## src/rtl/axi2ahb_pkg.sv

```systemverilog
// Shared constants for the AXI-to-AHB bridge ID path: widths, FIFO depth,
// entry layout and arbitration grant encoding.
package axi2ahb_pkg;

    localparam int AXI_ID_WIDTH_DFLT = 8;

    // ID FIFO depth; the producer side also uses it as its outstanding limit.
    localparam int ID_FIFO_DEPTH = 128;

    // Entry layout is {is_write, id}: the write flag sits just above the ID.
    localparam int IS_WRITE_BIT_DFLT = AXI_ID_WIDTH_DFLT;

    typedef enum logic {
        GRANT_READ  = 1'b0,
        GRANT_WRITE = 1'b1
    } grant_e;

endpackage

```

## src/rtl/axi_id_rr_arb2.sv

```systemverilog
// Two-requester round-robin arbiter (write/read) with registered last-grant
// state; the pointer only moves when the granted request is actually taken.
module axi_id_rr_arb2
    import axi2ahb_pkg::*;
(
    input  logic wclk,
    input  logic resetn,
    input  logic req_w,
    input  logic req_r,
    input  logic accept,
    output logic grant_w,
    output logic grant_r
);

    grant_e last_grant_reg;

    // On contention the side that did not win last time gets the grant.
    assign grant_w = req_w & (~req_r | (last_grant_reg == GRANT_READ));
    assign grant_r = req_r & ~grant_w;

    always_ff @(posedge wclk or negedge resetn) begin
        if (!resetn) begin
            last_grant_reg <= GRANT_READ;
        end else if (accept) begin
            last_grant_reg <= grant_w ? GRANT_WRITE : GRANT_READ;
        end
    end

endmodule

```

## src/rtl/axi_id_enqueue.sv

```systemverilog
// AXI-side producer of the ID path: arbitrates AW/AR handshakes, stages the
// tagged {is_write, id} entry toward the ID FIFO and bounds outstanding work.
module axi_id_enqueue
    import axi2ahb_pkg::*;
#(
    parameter int AXI_ID_WIDTH    = AXI_ID_WIDTH_DFLT,
    parameter int MAX_OUTSTANDING = ID_FIFO_DEPTH,
    parameter int CNT_W           = $clog2(MAX_OUTSTANDING + 1)
) (
    input  logic                    wclk,
    input  logic                    resetn,
    input  logic                    awvalid,
    input  logic [AXI_ID_WIDTH-1:0] awid,
    output logic                    awready,
    input  logic                    arvalid,
    input  logic [AXI_ID_WIDTH-1:0] arid,
    output logic                    arready,
    output logic                    fifo_wr_en,
    output logic [AXI_ID_WIDTH:0]   fifo_data,
    input  logic                    fifo_full,
    input  logic                    rsp_done,
    output logic [CNT_W-1:0]        outstanding,
    output logic                    busy,
    output logic                    err_underflow
);

    localparam int              IS_WRITE_BIT = AXI_ID_WIDTH;
    localparam logic [CNT_W-1:0] MAX_CNT     = CNT_W'(MAX_OUTSTANDING);
    localparam logic [CNT_W-1:0] CNT_ONE     = CNT_W'(1);

    logic                    hold_vld_reg, hold_vld_next;
    logic [AXI_ID_WIDTH:0]   hold_data_reg, hold_data_next;
    logic [CNT_W-1:0]        outstanding_reg, outstanding_next;
    logic                    err_underflow_reg, err_underflow_next;

    logic                    grant_w, grant_r;
    logic                    push, can_acc, acc_w, acc_r, accept;
    logic [AXI_ID_WIDTH:0]   entry_sel;

    axi_id_rr_arb2 u_arb (
        .wclk    (wclk),
        .resetn  (resetn),
        .req_w   (awvalid),
        .req_r   (arvalid),
        .accept  (accept),
        .grant_w (grant_w),
        .grant_r (grant_r)
    );

    // The held entry drains in the same cycle a new one is accepted, so a
    // non-full FIFO sees one ID per cycle.
    assign push    = hold_vld_reg & ~fifo_full;
    assign can_acc = (~hold_vld_reg | push) & (outstanding_reg < MAX_CNT);
    assign acc_w   = awvalid & can_acc & grant_w;
    assign acc_r   = arvalid & can_acc & grant_r;
    assign accept  = acc_w | acc_r;

    // Reset gating is applied only at the outputs; the state is already
    // being held in reset, so internal accept decisions are don't-care then.
    assign awready    = resetn & acc_w;
    assign arready    = resetn & acc_r;
    assign fifo_wr_en = resetn & push;
    assign fifo_data  = hold_data_reg;

    assign outstanding   = outstanding_reg;
    assign busy          = (outstanding_reg != '0) | hold_vld_reg;
    assign err_underflow = err_underflow_reg;

    always_comb begin
        entry_sel                      = '0;
        entry_sel[IS_WRITE_BIT]        = grant_w;
        entry_sel[AXI_ID_WIDTH-1:0]    = grant_w ? awid : arid;
    end

    always_comb begin
        hold_vld_next  = hold_vld_reg;
        hold_data_next = hold_data_reg;
        if (accept) begin
            hold_vld_next  = 1'b1;
            hold_data_next = entry_sel;
        end else if (push) begin
            hold_vld_next  = 1'b0;
            hold_data_next = '0;
        end
    end

    // Increment is already capped by can_acc; decrement is capped at zero
    // and a stray completion at zero latches the sticky error instead.
    always_comb begin
        outstanding_next   = outstanding_reg;
        err_underflow_next = err_underflow_reg;
        case ({accept, rsp_done})
            2'b10: outstanding_next = outstanding_reg + CNT_ONE;
            2'b01: begin
                if (outstanding_reg != '0) begin
                    outstanding_next = outstanding_reg - CNT_ONE;
                end else begin
                    err_underflow_next = 1'b1;
                end
            end
            default: outstanding_next = outstanding_reg;
        endcase
    end

    always_ff @(posedge wclk or negedge resetn) begin
        if (!resetn) begin
            hold_vld_reg      <= 1'b0;
            hold_data_reg     <= '0;
            outstanding_reg   <= '0;
            err_underflow_reg <= 1'b0;
        end else begin
            hold_vld_reg      <= hold_vld_next;
            hold_data_reg     <= hold_data_next;
            outstanding_reg   <= outstanding_next;
            err_underflow_reg <= err_underflow_next;
        end
    end

endmodule

```

## config.mk

```make
export PLATFORM = sky130hd
export DESIGN_NAME = axi_id_enqueue
export DESIGN_NICKNAME = d
export VERILOG_FILES = /design/src/rtl/axi2ahb_pkg.sv /design/src/rtl/axi_id_rr_arb2.sv /design/src/rtl/axi_id_enqueue.sv
export SDC_FILE = /design/constraint.sdc
export NUM_CORES = 1
export LEC_CHECK = 0
export ABC_CLOCK_PERIOD_IN_PS = 4740
export CAP_MARGIN = 20
export CORE_AREA = 2 2 53 55
export CTS_CLUSTER_DIAMETER = 50
export CTS_CLUSTER_SIZE = 14
export DETAILED_ROUTE_END_ITERATION = 7
export DIE_AREA = 0 0 55 57
export HOLD_SLACK_MARGIN = 0.03
export PLACE_DENSITY_LB_ADDON = 0.2
export SKIP_LAST_GASP = 1
export SYNTH_ARGS = -nofsm -noshare
export SYNTH_HDL_FRONTEND = slang
export SYNTH_SLANG_ARGS = --single-unit
```

## constraint.sdc

```tcl
create_clock -name wclk -period 4.74 [get_ports wclk]
set_input_delay 1.422 -clock wclk [delete_from_list [all_inputs] [get_ports wclk]]
set_output_delay 1.422 -clock wclk [all_outputs]
set_load 0.02 [all_outputs]
```

==> flow_summary.json, run 1 <==
{
  "grt_pass1_vias": 1033,
  "synth_top_area_frac": 0.431,
  "firstDrtPassIters": 4,
  "worstPathMaxFanout": 5,
  "synth_area_leader_cell": "dfrtp_1",
  "tightest_slew_ps": 575,
  "grtUsageTotal": 0.200,
  "start_kind": "primary input",
  "max_freq_ghz": 0.220,
  "r2r-start": "outstanding[7]",
  "synth.ff_latch_count": 20,
  "drt-initial-drc-count": 16,
  "fp.dieW_um": 55,
  "worstPathArrival_ps": 3120,
  "synth-edff-count": 0,
  "drive_gt1_frac": 0.120,
  "crit_required_ps": 3320,
  "crit_type": "in2out",
  "slew_violations": 0,
  "placed_cells": 177,
  "boundaryPins": 44,
  "fp-row-count": 19,
  "syn-mean-instance-area_sq_um": 11.1,
  "cap_violations": 0,
  "fin_crit_ps": 4540,
  "hpwl_mm": 2.10,
  "die_area_sq_mm": 0.00314,
  "start_util": 0.444,
  "rsz0062_at_grt": "no",
  "insertion_delay_ps": 300,
  "synth_area_sq_mm": 0.00116,
  "finalWirelength_mm": 2.76,
  "setup_ws_ps": 197,
  "peakVddDrop_v": 0.000388,
  "finalSetupViolations": 0,
  "hold_path_class": "reg2reg",
  "syn_inst": 105,
  "cts_sinks": 20,
  "vias": 1037,
  "power.density_mw_per_mm2": 535,
  "synth_area_leaders": "dfrtp_1 43%, mux2i_1 7.8%, o2bb2ai_1 6.0%",
  "static-leakage-power_nw": 0.656,
  "fin_util": 0.633,
  "clk_path_buf_depth": 2,
  "timing.rr.end": "outstanding[4]",
  "status": "complete, no violations",
  "holdWs_ps": 493,
  "startpoint": "fifo_full",
  "antenna_cells": 0,
  "wl_per_cell_um": 15.2,
  "synth_cell_types": 39,
  "ant_nets": 0,
  "skew_ps": 2.22,
  "fin_nets": 174,
  "synth-main-ff-cell": "dfrtp_1",
  "yosysWarnings": 0,
  "cts_tree": "done",
  "r2r_cells": 8,
  "drc": 0,
  "synth_nets": 128,
  "vias_per_cell": 5.73,
  "rrSetupSlack_ps": 2370,
  "slew_headroom": 0.617,
  "cts.htree.levels": 1,
  "end_kind": "output port",
  "numCtsBuffers": 3,
  "hold_violations": 0,
  "portBuffers": 43,
  "overflow": 0,
  "post_cts.repair.setup_buffers": 0,
  "path_clk_slew_ps": 110,
  "critPathCapture": "arready",
  "area_growth_pct": 42.5,
  "place.gp.congestion": 0.859,
  "dpl_worst_slack_ps": 214,
  "largest_reg_flops": 9,
  "cts_root_buf": "clkbuf_4",
  "yosysSeqAreaShare": 0.431,
  "antenna_found_initial": 0,
  "tns_ps": 0,
  "ctsResizeCount": 0,
  "cts_hold_buf": 0,
  "grt_pass1_wl_mm": 4.54,
  "fin_crit_sh": 0.958,
  "core-area_sq_mm": 0.00262,
  "stdcell_count": 181,
  "grt_max_degree": 17,
  "async_flop_share": 1.00,
  "fp.dieH_um": 57
}
## Yosys cell counts, types with 2 or more instances
cell type and instances:
or2_2 2, nor2_1 2, mux2i_1 9, o2bb2ai_1 8, nand3_1 2, dfrtp_1 20
a22oi_1 2, inv_1 3, nand2_1 2, a31oi_1 2, nor4_1 2, nor3_1 4
a21oi_1 10, and3_1 3, buf_2 3, xnor2_1 7, nor4_4 2
## final cells by class
| cell class | count | area [sq um] |
|---|---|---|
| fillers | 245 | 958 |
| multi-input cells | 78 | 624 |
| flip-flops and latches | 20 | 500 |
| repair buffers | 45 | 445 |
| well taps | 31 | 38.8 |
| clock buffers | 4 | 36.3 |
| inverters | 3 | 11.3 |
## power breakdown
group	switching (mW)	total [mW]	internal, mW
sequential	0.0986	0.332	0.233
combinational	0.222	0.455	0.233
clock	0.0516	0.0985	0.0469
## critical path: stages
cell	delay, ps
clkdlybuf4s50_1	470
a21oi_1	360
and4b_1	260
clkdlybuf4s50_1	610
## worst min-delay path by stage
stage                                     from                   end  slack, ps  cells after the start
after floorplan           u_arb.last_grant_reg  u_arb.last_grant_reg        450                      1
after global placement           err_underflow         err_underflow        460                      1
after detailed placement         err_underflow         err_underflow        460                      1
after CTS                 u_arb.last_grant_reg  u_arb.last_grant_reg        490                      1
after global routing             err_underflow         err_underflow        520                      1
final                     u_arb.last_grant_reg  u_arb.last_grant_reg        490                      1
## through the flow
step | instance area (sq um) | total power [mW]
3_5_place_dp | 1620 | 0.789
6_report | 1660 | 0.886
5_1_grt | 1660 | 0.948
2_1_floorplan | 1160 | 0.605
4_1_cts | 1660 | 0.894
3_3_place_gp | 1620 | 0.778
## cells by family (layout without fill, tap and decap cells)
logic type / after synthesis / after routing / synth area share
AND/OR/NAND/NOR: 29 / 29 / 0.194
flip-flops: 20 / 20 / 0.431
buffers and inverters: 7 / 52 / 0.0323
adder cells (fa/ha/maj): 1 / 1 / 0.0108
XOR/XNOR: 7 / 7 / 0.0527
multiplexers: 9 / 9 / 0.0775
AO/OA/AOI/OAI: 32 / 32 / 0.202
## cells in the final DEF (no fill, tap or decap), types with 2 or more instances in the layout
master,count
and3_1,3
a31oi_1,2
mux2i_1,9
nor4_4,2
nand3_1,2
nor2_1,2
clkbuf_4,3
nor4_1,2
a22oi_1,2
clkdlybuf4s50_1,43
a21oi_1,10
dfrtp_1,20
inv_1,3
or2_2,2
o2bb2ai_1,8
xnor2_1,7
nor3_1,4
buf_4,2
nand2_1,2
## per-layer routing
layer,track usage,up-vias,part of all wire
met5,0,-,0
met4,0.105,0,0.026
met3,0.0314,9,0.075
met2,0.321,42,0.49
met1,0.252,492,0.41
li1,-,494,-
Note: power is estimated with default switching activity, not from simulation.
==> run 2: changes to the inputs <==
--- a/config.mk
+++ b/config.mk
@@ -5,7 +5,7 @@
 export SDC_FILE = /design/constraint.sdc
 export NUM_CORES = 1
 export LEC_CHECK = 0
-export ABC_CLOCK_PERIOD_IN_PS = 4740
+export ABC_CLOCK_PERIOD_IN_PS = 5350
 export CAP_MARGIN = 20
 export CORE_AREA = 2 2 53 55
 export CTS_CLUSTER_DIAMETER = 50
==> constraint.sdc (replaced) <==
create_clock -name wclk -period 5.35 [get_ports wclk]
set_input_delay 1.605 -clock wclk [delete_from_list [all_inputs] [get_ports wclk]]
set_output_delay 1.605 -clock wclk [all_outputs]
set_load 0.02 [all_outputs]
==> results of run 2 <==
The final DEF is identical to that of run 1. Status: complete, no violations.
Among the figures that moved: setup slack after placement 214 ps -> 458 ps; setup slack after layout 197 ps -> 441 ps; register-to-register setup slack 2370 ps -> 2980 ps; total power 0.886 mW -> 0.785 mW; worst IR drop on VDD 0.000388 V -> 0.000343 V
==> run 3: changes to the inputs <==
--- a/config.mk
+++ b/config.mk
@@ -5,13 +5,14 @@
 export SDC_FILE = /design/constraint.sdc
 export NUM_CORES = 1
 export LEC_CHECK = 0
+export ABC_AREA = 1
 export ABC_CLOCK_PERIOD_IN_PS = 5350
 export CAP_MARGIN = 20
-export CORE_AREA = 2 2 53 55
+export CORE_AREA = 2 2 76 42
 export CTS_CLUSTER_DIAMETER = 50
 export CTS_CLUSTER_SIZE = 14
 export DETAILED_ROUTE_END_ITERATION = 7
-export DIE_AREA = 0 0 55 57
+export DIE_AREA = 0 0 78 44
 export HOLD_SLACK_MARGIN = 0.03
 export PLACE_DENSITY_LB_ADDON = 0.2
 export SKIP_LAST_GASP = 1
==> flow_summary.json, run 3 <==
{
  "max_freq_ghz": 0.205,
  "start_kind": "primary input",
  "grtUsageTotal": 0.219,
  "drt-initial-drc-count": 125,
  "start_util": 0.464,
  "firstDrtPassIters": 4,
  "slew_violations": 0,
  "cts_sinks": 20,
  "skew_ps": 3.17,
  "cap_violations": 0,
  "met2_usage": 0.355,
  "netlist_top_cells_count": "46 x nand2_1, 22 x nor2_1, 20 x dfrtp_1, 20 x inv_1, 17 x nand3_1",
  "async_flop_share": 1.00,
  "crit_required_ps": 3740,
  "fp.dieW_um": 78,
  "yosysWarnings": 0,
  "crit_top_cell": "clkdlybuf4s50_1",
  "ant_nets": 0,
  "path_clk_slew_ps": 70,
  "fp.dieH_um": 44,
  "finalWirelength_mm": 3.39,
  "syn_inst": 174,
  "cp_cell_sequence": "clkdlybuf4s50_1 -> a21oi_2 -> nand2_2 -> nor2_1 -> clkdlybuf4s50_1",
  "rrSetupSlack_ps": 3230,
  "cts.htree.levels": 1,
  "numCtsBuffers": 3,
  "hold_violations": 0,
  "crit_type": "in2out",
  "drc": 0,
  "fin_nets": 243,
  "antenna_cells": 0,
  "synth-main-ff-cell": "dfrtp_1",
  "synth-edff-count": 0,
  "insertion_delay_ps": 260,
  "cts_hold_buf": 0,
  "synth_area_sq_mm": 0.00130,
  "status": "complete, no violations",
  "stdcell_count": 258,
  "hold_path_class": "reg2reg",
  "grt_pass1_vias": 1247,
  "die_area_sq_mm": 0.00343,
  "fp-row-count": 14,
  "worstPathMaxFanout": 11,
  "ctsResizeCount": 0,
  "tns_ps": 0,
  "final_common_cell": "nand2_1",
  "tightest_slew_ps": 530,
  "yosysSeqAreaShare": 0.385,
  "synth_top_area_frac": 0.385,
  "overflow": 0,
  "max_stage_delay_ps": 630,
  "boundaryPins": 44,
  "yosys.cell_count.top_type": "nand2_1",
  "synth_nets": 197,
  "fin_crit_ps": 4870,
  "drive_gt1_frac": 0.101,
  "synth_cell_types": 30,
  "post_cts.repair.setup_buffers": 0,
  "largest_reg_flops": 9,
  "cts_root_buf": "clkbuf_8",
  "wl_per_cell_um": 13.1,
  "fillers": 253,
  "met1_usage": 0.305,
  "worst_path_max_delay_cell": "clkdlybuf4s50_1",
  "syn-mean-instance-area_sq_um": 7.48,
  "finalSetupViolations": 0,
  "synth.ff_latch_count": 20,
  "grt_max_degree": 21,
  "end_kind": "output port",
  "portBuffers": 43,
  "vias_per_cell": 5.17,
  "cts_tree": "done",
  "fin_crit_sh": 0.911,
  "grt_busiest_layer": "met2",
  "grt_use_met3": 0.0500,
  "placed_cells": 255,
  "r2r_cells": 14,
  "antenna_found_initial": 0,
  "hpwl_mm": 2.67,
  "place.gp.congestion": 0.872,
  "worstPathArrival_ps": 3270,
  "final_cell_mix": "46 x nand2_1, 43 x clkdlybuf4s50_1, 22 x nor2_1",
  "static-leakage-power_nw": 0.868,
  "whs_path_depth": 1,
  "synth_area_leaders": "dfrtp_1 38%, nand2_1 13%, nand3_1 6.5%",
  "peakVddDrop_v": 0.000253,
  "synth_area_leader_cell": "dfrtp_1",
  "power.density_mw_per_mm2": 574,
  "core-area_sq_mm": 0.00280,
  "grt_pass1_wl_mm": 5.80,
  "rsz0062_at_grt": "no",
  "vias": 1335,
  "clk_path_buf_depth": 2,
  "slew_headroom": 0.646,
  "area_growth_pct": 39.0
}
[run 3: changes by cell type in the layout (fill, tap and decap cells not counted), moves of 3 or more]
cell,delta
nand2_1,+44
xnor2_1,-7
inv_1,+17
o31ai_1,+8
o2bb2ai_1,-8
inv_2,+3
clkbuf_4,-3
nand4_1,+5
nand3_1,+15
mux2i_1,-9
a21oi_1,-8
and3_1,-3
nor2_1,+20
[run 3: area by class of cell]
type                            instances  area [sq um]  share of cell area
Inverter                               23          86.3              0.0477
Clock buffer                            3          41.3              0.0228
Tap cell                               40          50.0              0.0277
Sequential cell                        20           500               0.277
Multi-Input combinational cell        126           678               0.375
Timing Repair Buffer                   46           453               0.250
[run 3: power by group]
| group | switching [mW] | internal (mW) |
|---|---|---|
| logic | 0.368 | 0.268 |
| clock network | 0.0510 | 0.0503 |
| registers | 0.0747 | 0.226 |
[run 3: routing by layer]
| metal | up-vias | part of all wire | routed length (um) |
|---|---|---|---|
| li1 | 656 | - | - |
| met3 | 5 | 0.056 | 189 |
| met5 | - | 0 | 0 |
| met4 | 0 | 0.0068 | 23 |
| met2 | 42 | 0.45 | 1530 |
| met1 | 632 | 0.49 | 1650 |
[run 3: final timing paths]
check	startpoint	end
max	arvalid	awready
min	err_underflow	err_underflow
max reg2reg	outstanding[7]	outstanding[4]
min reg2reg	err_underflow	err_underflow
max in group asynchronous	resetn	outstanding[4]
min in group asynchronous	resetn	fifo_data[7]
[run 3: critical path, delay by kind of cell]
kind,cells,cell delay (ps)
compound gates,1,200
simple gates,2,350
buf+inv,2,1110
[run 3: cells by family (layout without fill, tap and decap cells)]
kind of cell / after synthesis / after routing / synth area share
DFF: 20 / 20 / 0.385
AOI/OAI and AO/OA: 20 / 20 / 0.114
and+or+nand+nor: 104 / 104 / 0.390
buffers and inverters: 28 / 72 / 0.0942
adders and majority gates: 1 / 1 / 0.00961
xor gates and xnor gates: 1 / 1 / 0.00673
[run 3: per-stage QoR]
stage,hold slack (ps),setup slack [ps],cell area (sq um),utilization,total power [mW]
after floorplan,469,1350,1300,-,0.709
after global placement,460,522,1770,0.631,0.917
after detailed placement,479,449,1770,0.631,0.937
after CTS,499,450,1810,0.646,1.04
after global routing,524,397,1810,0.646,1.12
final,488,477,1810,0.646,1.04
